==> config.mk <==
export PLATFORM = sky130hd
export DESIGN_NAME = seg_field_display_flat
export DESIGN_NICKNAME = d
export VERILOG_FILES = /design/src/rtl/seg_field_display_pkg.sv /design/src/rtl/seg_field_display_if.sv /design/src/rtl/seg_field_display_encoder.sv /design/src/rtl/seg_field_display.sv /design/src/flat_wrapper.sv
export SDC_FILE = /design/constraint.sdc
export NUM_CORES = 1
export LEC_CHECK = 0
export CAP_MARGIN = 20
export CORE_ASPECT_RATIO = 1.75
export CORE_MARGIN = 3
export CORE_UTILIZATION = 55
export CTS_CLUSTER_SIZE = 25
export DETAILED_ROUTE_END_ITERATION = 16
export GPL_ROUTABILITY_DRIVEN = 0
export HOLD_SLACK_MARGIN = 0.15
export PLACE_DENSITY = 0.74
export SYNTH_ARGS = -nofsm -noshare
export SYNTH_HDL_FRONTEND = slang
export SYNTH_HIERARCHICAL = 1
export SYNTH_SLANG_ARGS = --single-unit
==> constraint.sdc <==
create_clock -name clk -period 13.5 [get_ports clk]
set_input_delay 2.025 -clock clk [delete_from_list [all_inputs] [get_ports clk]]
set_output_delay 2.025 -clock clk [all_outputs]
set_load 0.01 [all_outputs]
==> src/rtl/seg_field_display_pkg.sv <==
// Shared types and constants for the seven-segment field display: FSM states,
// widths, segment patterns {g,f,e,d,c,b,a} (1 = lit) and the BCD lookup.
package seg_field_display_pkg;

  typedef enum logic [2:0] {
    IDLE,
    SNAP,
    LOAD,
    SHIFT,
    STORE,
    DONE
  } state_e;

  localparam int FIELD_W = 7;
  localparam int DIGIT_W = 7;

  localparam logic [DIGIT_W-1:0] SEG_BLANK = 7'b0000000;
  localparam logic [DIGIT_W-1:0] SEG_DASH  = 7'b1000000;

  localparam logic [DIGIT_W-1:0] SEG_0 = 7'b0111111;
  localparam logic [DIGIT_W-1:0] SEG_1 = 7'b0000110;
  localparam logic [DIGIT_W-1:0] SEG_2 = 7'b1011011;
  localparam logic [DIGIT_W-1:0] SEG_3 = 7'b1001111;
  localparam logic [DIGIT_W-1:0] SEG_4 = 7'b1100110;
  localparam logic [DIGIT_W-1:0] SEG_5 = 7'b1101101;
  localparam logic [DIGIT_W-1:0] SEG_6 = 7'b1111101;
  localparam logic [DIGIT_W-1:0] SEG_7 = 7'b0000111;
  localparam logic [DIGIT_W-1:0] SEG_8 = 7'b1111111;
  localparam logic [DIGIT_W-1:0] SEG_9 = 7'b1101111;

  // Nibbles 10..15 cannot come out of the converter; they render dark.
  function automatic logic [DIGIT_W-1:0] bcd_to_seg(input logic [3:0] d);
    case (d)
      4'd0:    return SEG_0;
      4'd1:    return SEG_1;
      4'd2:    return SEG_2;
      4'd3:    return SEG_3;
      4'd4:    return SEG_4;
      4'd5:    return SEG_5;
      4'd6:    return SEG_6;
      4'd7:    return SEG_7;
      4'd8:    return SEG_8;
      4'd9:    return SEG_9;
      default: return SEG_BLANK;
    endcase
  endfunction

endpackage

==> src/rtl/seg_field_display_if.sv <==
// Field/segment bus between the timer core (master) and the display driver (slave).
interface seg_field_display_if
  import seg_field_display_pkg::*;
#(
  parameter int NUM_FIELDS = 3
);
  logic [FIELD_W*NUM_FIELDS-1:0]   field_val;
  logic [NUM_FIELDS-1:0]           flash;
  logic                            blank_all;
  logic [2*DIGIT_W*NUM_FIELDS-1:0] seg_out;
  logic                            sweep_done;

  modport master (output field_val, flash, blank_all, input seg_out, sweep_done);
  modport slave  (input field_val, flash, blank_all, output seg_out, sweep_done);
endinterface

==> src/rtl/seg_field_display_encoder.sv <==
// Combinational BCD digit -> seven-segment pattern; dash wins over blank.
module seg7_digit_encoder
  import seg_field_display_pkg::*;
(
  input  logic [3:0]         bcd_i,
  input  logic               blank_i,
  input  logic               dash_i,
  output logic [DIGIT_W-1:0] seg_o
);
  always_comb begin
    if (dash_i)       seg_o = SEG_DASH;
    else if (blank_i) seg_o = SEG_BLANK;
    else              seg_o = bcd_to_seg(bcd_i);
  end
endmodule

==> src/rtl/seg_field_display.sv <==
// Two-digit seven-segment driver for NUM_FIELDS binary fields via one shared serial
// double-dabble converter, with per-field blink. Option: LEADING_ZERO_BLANK_EN.
module seg_field_display
  import seg_field_display_pkg::*;
#(
  parameter int NUM_FIELDS = 3,
  parameter int BLINK_DIV  = 25_000_000
) (
  input logic               clk,
  input logic               reset,
  seg_field_display_if.slave bus
);
  localparam int IDX_W = (NUM_FIELDS > 1) ? $clog2(NUM_FIELDS) : 1;
  localparam int BC_W  = $clog2(BLINK_DIV);

  state_e               state_q, state_d;
  logic [IDX_W-1:0]     idx_q, idx_d;
  logic [FIELD_W-1:0]   shift_q, shift_d;
  logic [7:0]           bcd_q, bcd_d;
  logic [2:0]           cnt_q, cnt_d;
  logic                 snap_en, store_en, sweep_done_w;

  logic [FIELD_W-1:0]   shadow_q [NUM_FIELDS];
  logic [3:0]           tens_q   [NUM_FIELDS];
  logic [3:0]           ones_q   [NUM_FIELDS];
  logic [NUM_FIELDS-1:0] ovf_q;

  logic [BC_W-1:0]      blink_cnt_q;
  logic                 blink_phase_q;

  logic [DIGIT_W-1:0]   enc_hi_w [NUM_FIELDS];
  logic [DIGIT_W-1:0]   enc_lo_w [NUM_FIELDS];
  logic [2*DIGIT_W*NUM_FIELDS-1:0] seg_q, seg_d;

  function automatic logic [7:0] dabble_adjust(input logic [7:0] b);
    logic [7:0] r;
    r = b;
    if (r[3:0] >= 4'd5) r[3:0] = r[3:0] + 4'd3;
    if (r[7:4] >= 4'd5) r[7:4] = r[7:4] + 4'd3;
    return r;
  endfunction

  always_comb begin
    state_d      = state_q;
    idx_d        = idx_q;
    shift_d      = shift_q;
    bcd_d        = bcd_q;
    cnt_d        = cnt_q;
    snap_en      = 1'b0;
    store_en     = 1'b0;
    sweep_done_w = 1'b0;
    unique case (state_q)
      IDLE: state_d = SNAP;
      SNAP: begin
        snap_en = 1'b1;
        state_d = LOAD;
      end
      LOAD: begin
        shift_d = shadow_q[idx_q];
        bcd_d   = '0;
        cnt_d   = '0;
        state_d = SHIFT;
      end
      SHIFT: begin
        bcd_d   = {dabble_adjust(bcd_q)[6:0], shift_q[FIELD_W-1]};
        shift_d = {shift_q[FIELD_W-2:0], 1'b0};
        cnt_d   = cnt_q + 3'd1;
        if (cnt_q == 3'd6) state_d = STORE;
      end
      STORE: begin
        store_en = 1'b1;
        if (idx_q == IDX_W'(NUM_FIELDS - 1)) begin
          state_d = DONE;
        end else begin
          idx_d   = idx_q + IDX_W'(1);
          state_d = LOAD;
        end
      end
      DONE: begin
        sweep_done_w = 1'b1;
        idx_d        = '0;
        state_d      = SNAP;
      end
      default: state_d = IDLE;
    endcase
  end

  always_ff @(posedge clk or posedge reset) begin
    if (reset) begin
      state_q <= IDLE;
      idx_q   <= '0;
      shift_q <= '0;
      bcd_q   <= '0;
      cnt_q   <= '0;
    end else begin
      state_q <= state_d;
      idx_q   <= idx_d;
      shift_q <= shift_d;
      bcd_q   <= bcd_d;
      cnt_q   <= cnt_d;
    end
  end

  // Shadow copy freezes the inputs for a whole sweep; overflow is judged on it.
  always_ff @(posedge clk or posedge reset) begin
    if (reset) begin
      for (int i = 0; i < NUM_FIELDS; i++) begin
        shadow_q[i] <= '0;
        tens_q[i]   <= '0;
        ones_q[i]   <= '0;
      end
      ovf_q <= '0;
    end else begin
      if (snap_en) begin
        for (int i = 0; i < NUM_FIELDS; i++) shadow_q[i] <= bus.field_val[FIELD_W*i +: FIELD_W];
      end
      if (store_en) begin
        tens_q[idx_q] <= bcd_q[7:4];
        ones_q[idx_q] <= bcd_q[3:0];
        ovf_q[idx_q]  <= (shadow_q[idx_q] > 7'd99);
      end
    end
  end

  always_ff @(posedge clk or posedge reset) begin
    if (reset) begin
      blink_cnt_q   <= '0;
      blink_phase_q <= 1'b0;
    end else if (blink_cnt_q == BC_W'(BLINK_DIV - 1)) begin
      blink_cnt_q   <= '0;
      blink_phase_q <= ~blink_phase_q;
    end else begin
      blink_cnt_q   <= blink_cnt_q + BC_W'(1);
    end
  end

  for (genvar g = 0; g < NUM_FIELDS; g++) begin : g_field
    logic hi_blank;
`ifdef LEADING_ZERO_BLANK_EN
    assign hi_blank = (tens_q[g] == 4'd0);
`else
    assign hi_blank = 1'b0;
`endif
    seg7_digit_encoder u_hi (.bcd_i(tens_q[g]), .blank_i(hi_blank), .dash_i(ovf_q[g]), .seg_o(enc_hi_w[g]));
    seg7_digit_encoder u_lo (.bcd_i(ones_q[g]), .blank_i(1'b0),     .dash_i(ovf_q[g]), .seg_o(enc_lo_w[g]));
  end

  always_comb begin
    seg_d = '0;
    for (int i = 0; i < NUM_FIELDS; i++) begin
      if (!(bus.blank_all || (bus.flash[i] && blink_phase_q)))
        seg_d[2*DIGIT_W*i +: 2*DIGIT_W] = {enc_hi_w[i], enc_lo_w[i]};
    end
  end

  always_ff @(posedge clk or posedge reset) begin
    if (reset) seg_q <= '0;
    else       seg_q <= seg_d;
  end

  assign bus.seg_out    = seg_q;
  assign bus.sweep_done = sweep_done_w;

endmodule

==> src/flat_wrapper.sv <==
// flat-port wrapper written by rule: the top's interface ports become plain ports
module seg_field_display_flat import seg_field_display_pkg::*;
#(
  parameter int NUM_FIELDS = 3,
  parameter int BLINK_DIV  = 25_000_000
)
  (clk, reset, bus_field_val, bus_flash, bus_blank_all, bus_seg_out, bus_sweep_done);
  seg_field_display_if #(.NUM_FIELDS(NUM_FIELDS)) bus_i ();
  input logic clk;
  input logic reset;
  input wire logic [$bits(bus_i.field_val)-1:0] bus_field_val;
  input wire logic [$bits(bus_i.flash)-1:0] bus_flash;
  input wire logic [$bits(bus_i.blank_all)-1:0] bus_blank_all;
  output wire logic [$bits(bus_i.seg_out)-1:0] bus_seg_out;
  output wire logic [$bits(bus_i.sweep_done)-1:0] bus_sweep_done;
  assign bus_i.field_val = bus_field_val;
  assign bus_i.flash = bus_flash;
  assign bus_i.blank_all = bus_blank_all;
  assign bus_seg_out = bus_i.seg_out;
  assign bus_sweep_done = bus_i.sweep_done;
  seg_field_display #(.NUM_FIELDS(NUM_FIELDS), .BLINK_DIV(BLINK_DIV)) u_core (.clk(clk), .reset(reset), .bus(bus_i));
endmodule
After elaboration in Yosys (flattened, before gate mapping)
Memory sizes are Yosys's and may differ from the RTL's.
Index checks and enable logic that the tools add are counted.
- $add $sub $neg: 5
- $lt $le $gt $ge: 7
- equality and inequality tests: 10
- mux-type cells: 33
- bitwise gates (word level): 2
- reductions and logical operators: 13
- operators by type and width (operator ; count):
    $mux W7 ; 8
    $mux W14 ; 3
    $add A25 B1 Y25 const B ; 1
    $eq A25 B25 Y1 const B ; 1
    $mux W25 ; 1
    $bwmux W12 ; 2
    $pmux W8 S2 ; 1
    $pmux W3 S5 ; 1
    $bmux W7 S2 ; 1
    $pmux W7 S2 ; 1
    $eq A3 B3 Y1 const B ; 3
    $mux W3 ; 3
    $demux W4 S2 ; 1
    $ge A4 B3 Y1 const B ; 2
    $mux W4 ; 2
    $gt A7 B7 Y1 const B ; 1
    $eq A3 B2 Y1 const B ; 2
    $pmux W3 S2 ; 1
    $logic_and A1 B1 Y1 ; 5
    $add A4 B2 Y4 const B ; 1
    $mux W1 ; 4
    $pmux W2 S2 ; 1
    $reduce_bool A2 Y1 ; 2
    $add A3 B1 Y3 const B ; 1
    19 further kinds ; 21
- flip-flop bits (word level): 139
- memory bits (read-only): 672
- input port bits: 27
- output and inout bits: 43
- word-level logic and storage cells: 94
- memories: 6
- memories (name ; depth ; width ; read ports ; clocked after Yosys merged registers in ; wr ports ; line ; source):
    (name not given) ; 16 ; 7 ; 1 ; 0 ; 0 ; seg_field_display_pkg.sv:33 ; case (d)
    (name not given) ; 16 ; 7 ; 1 ; 0 ; 0 ; seg_field_display_pkg.sv:33 ;
    (name not given) ; 16 ; 7 ; 1 ; 0 ; 0 ; seg_field_display_pkg.sv:33 ;
    (name not given) ; 16 ; 7 ; 1 ; 0 ; 0 ; seg_field_display_pkg.sv:33 ;
    (name not given) ; 16 ; 7 ; 1 ; 0 ; 0 ; seg_field_display_pkg.sv:33 ;
    (name not given) ; 16 ; 7 ; 1 ; 0 ; 0 ; seg_field_display_pkg.sv:33 ;

Logic depth before layout (Yosys ltp)
- depth in word-level cells: 6
- depth in mapped cells: 7

Hierarchy
Netlist, hierarchy kept.
- modules (own cells, without submodules) (module ; instances ; cells an instance ; area each (um^2) ; seq. area each (um^2)):
    seg_field_display ; 1 ; 501 ; 5715.5 ; 3478.3
    seg7_digit_encoder (u_core.g_field[1].u_hi ...) ; 3 ; 31 ; 219.0 ; 0.0
    seg7_digit_encoder (u_core.g_field[0].u_hi ...) ; 3 ; 31 ; 216.5 ; 0.0

Least setup slack after synthesis
Ideal clock, no wire load.
- kind: register to output
- start: register u_core.state_q[1]
- end: output port bus_sweep_done
- data arrival time: 0.813 ns
- path slack: 10.662 ns
- cell stages (with the launch flop): 3
- cells stage by stage: dfrtp_1 -> nand2b_1 -> nor2_1
- cells in the longest elaborated chain, start to end: 2
- ends and longest elaborated chain (element ; line ; source):
    from (decl) ; seg_field_display.sv:16 ; state_e state_q, state_d;
    from (signal assigned) ; seg_field_display.sv:96 ; state_q <= state_d;
    $eq A3 B3 Y1 ; seg_field_display.sv:52 ; unique case (state_q)
    $mux W1 ; seg_field_display.sv:52 ;
    to (decl) ; flat_wrapper.sv:15 ; output wire logic [$bits(bus_i.sweep_done)-1:0] bus_sweep_done;
Every way passes these cells.

Worst setup path after layout
- start: register u_core.state_q[0]
- end: output port bus_sweep_done
Same word-level chain as after synthesis.

==> metrics <==
Vias 5119; Worst Path Buf+Inv 2; CTS Sinks 139; crit path to bus_sweep_done; Synth async-reset ratio 1.00; post-synthesis compound-gate area fraction 0.120; Inst Count DP 924; Residual DRC 0; CP arrival 2.17 ns; Die W 91.4 µm; routed len/inst 14.7 µm; Fmax 0.238 GHz; number of inserted diodes 0; pre-CTS WS 9.44 ns; synthesized instance count 687; required time worst endpoint 11.48 ns; Synth Area in Simple Gates 0.181; Final Hold Vio Count 0; Netlist cell types 46; Final Core Density 0.678; worst r2r path cells 5; clock-pin slew of the registers on the worst-case setup and hold paths 0.06 ns; period utilisation layout 0.311; cell area after synthesis 0.00702 mm²; antenna-violating nets left 0; crit path max-delay cell type dfrtp_1; I/O pin cnt 70; CP top delay family buffers and inverters; ys flop type dfrtp_1; num rows 54; Max Fanout on Critical Path 20; root buf cell clkbuf_16; CTS Hold Buffers Added 0; number of cells on the critical path 3; router iterations before antenna repair 5; Vias/cell 5.36; Die Ht 155 µm; crit path cell chain inv_1 > nor2_1 > clkdlybuf4s50_1; critical path launch point u_core/state_q[0]; postcts setup bufs 0; total die area 0.0142 mm²; worst setup path class flip-flop to primary output; worst vdd ir 0.0990 mV; MaxCap Viol Count 0; main combinational cell family by area after synthesis simple AND/OR/NAND/NOR gates; htree depth 4; setup_tns 0 ns; normalized max-slew margin 0.394; final WL 14000 µm; Final Slew Violations 0; reg2reg start u_core/blink_cnt_q[2]; port buffer count 69; Cell Count, Final, Fillers Out 955; hpwl dp 10000 µm; Mean Syn Cell Area 10.2 µm²; layout cells sized above 1 0.113; worst hold slack 0.486 ns; Worst Setup Start Kind flip-flop; Initial DRC Count 247; pin count of the biggest net entering global routing 78; Fillers 1007; Worst Setup End Kind primary output; core area 0.0125 mm²; setup ws final 9.30 ns; PD cells 150 mW/mm²; total power 1.27 mW; Yosys Warn Count 6; actual slew at the worst max-slew pin 0.909 ns; adder-cell share of the synthesized area 0.0713; clk_skew 0.0122 ns; reg-to-reg endpoint u_core/blink_cnt_q[19]; Seq cells post-synth 139; Max clock buf depth 2; Post-synth EDFFs 0; area delta synth->final 20.7%; final worst path period need 4.20 ns; RSZ-0062 raised after global routing no; clock insertion delay at the later pin of the skew report 0.42 ns; Initial Utilization 0.562; HP Class flip-flop to flip-flop; mux share of post-synthesis cell area 0.0665; final instance area 0.00848 mm²; CTS buffer count 17; Post-DP Area 0.00791 mm²; static leakage 3.83 nW; vias in the first global route 5358; layout net count 842; sequential area share after synthesis 0.495; total track usage 0.213; Synth Area in XOR/XNOR 0.0312; final setup fails 0; R2R Setup Slk 11.47 ns; crit-path max cell delay 0.71 ns; status finished, final reports clean; CTS tree yes; post-CTS resize count 0; antenna violations before repair 0; first-pass GRT wire length 24400 µm; grt ovf 0
==> worst min-delay path, cell delays in order (launching register included) <==
cell and delay (ns):
dfrtp_1 0.35, nand2_1 0.05, o31ai_1 0.05
==> power breakdown <==
| part | total [mW] | switching (mW) | internal (mW) |
|---|---|---|---|
| Combinational | 0.290 | 0.143 | 0.147 |
| Clock | 0.444 | 0.170 | 0.274 |
| Sequential | 0.536 | 0.0682 | 0.467 |
| Total | 1.27 | 0.382 | 0.889 |
==> cell families (layout without fill, tap and decap cells) <==
| group | Yosys count | after routing |
|---|---|---|
| other | 1 | 24 |
| xor gates and xnor gates | 25 | 25 |
| buffers and inverters | 56 | 133 |
| and+or+nand+nor | 245 | 245 |
| muxes | 42 | 42 |
| DFF | 139 | 139 |
| adders and majority gates | 40 | 40 |
| AOI/OAI and AO/OA | 139 | 139 |
==> worst min-delay path by stage <==
stage                      start                end  slack (ns)  cells after the start
6_report       u_core/shift_q[0]  u_core/shift_q[0]        0.49                      2
5_1_grt        u_core/shift_q[5]  u_core/shift_q[5]        0.51                      2
4_1_cts        u_core/shift_q[0]  u_core/shift_q[0]        0.48                      2
3_5_place_dp   u_core/shift_q[0]  u_core/shift_q[0]        0.47                      2
3_3_place_gp   u_core/shift_q[0]  u_core/shift_q[0]        0.47                      2
2_1_floorplan  u_core/shift_q[0]  u_core/shift_q[0]        0.44                      2
==> layout by cell type (no fill, tap or decap), drive strengths merged, types with 30 or more instances in the layout <==
| master | n |
|---|---|
| a21oi | 48 |
| and2 | 42 |
| clkdlybuf4s50 | 69 |
| dfrtp | 139 |
| ha | 40 |
| inv | 30 |
| mux2 | 37 |
| nand2 | 82 |
| nor2 | 61 |
| o21ai | 51 |
==> cell type report <==
| class | instances | area [µm²] | share of cell area |
|---|---|---|---|
| Clock buffer | 19 | 443 | 0.0523 |
| Clock inverter | 12 | 125 | 0.0148 |
| Inverter | 31 | 119 | 0.0140 |
| Multi-Input combinational cell | 515 | 3390 | 0.401 |
| Sequential cell | 139 | 3480 | 0.410 |
| Tap cell | 168 | 210 | 0.0248 |
| Timing Repair Buffer | 71 | 706 | 0.0833 |
==> sequential cells by signal, summed over array words and instances (netlist names) <==
| signal | flops |
|---|---|
| u_core/blink_phase_q | 1 |
| u_core/bus.seg_out | 42 |
| u_core/ones_q | 12 |
| u_core/cnt_q | 3 |
| u_core/idx_q | 2 |
| u_core/state_q | 3 |
| u_core/tens_q | 12 |
| u_core/ovf_q | 3 |
| u_core/blink_cnt_q | 25 |
| u_core/shadow_q | 21 |
| u_core/shift_q | 7 |
| u_core/bcd_q | 8 |
==> Yosys cell counts (7+ instances only) <==
library cell,number,area share
a21oi_1,47,0.034
and2_1,42,0.037
clkbuf_1,13,0.0069
dfrtp_1,139,0.50
ha_1,40,0.071
inv_1,30,0.016
mux2_2,37,0.059
nand2_1,82,0.044
nand3_1,11,0.0078
nand4_1,7,0.0062
nor2_1,61,0.033
o21ai_0,51,0.036
o31ai_1,8,0.0086
xnor2_1,19,0.024
==> per-layer routing <==
layer	up-vias	wire length [µm]	part of all wire	GRT usage
met2	106	7980	0.57	0.406
li1	2496	-	-	-
met5	-	0	0	0
met1	2493	5360	0.38	0.224
met3	24	426	0.030	0.0440
met4	0	266	0.019	0.0806
No activity file was read; power rests on OpenSTA's default activity.
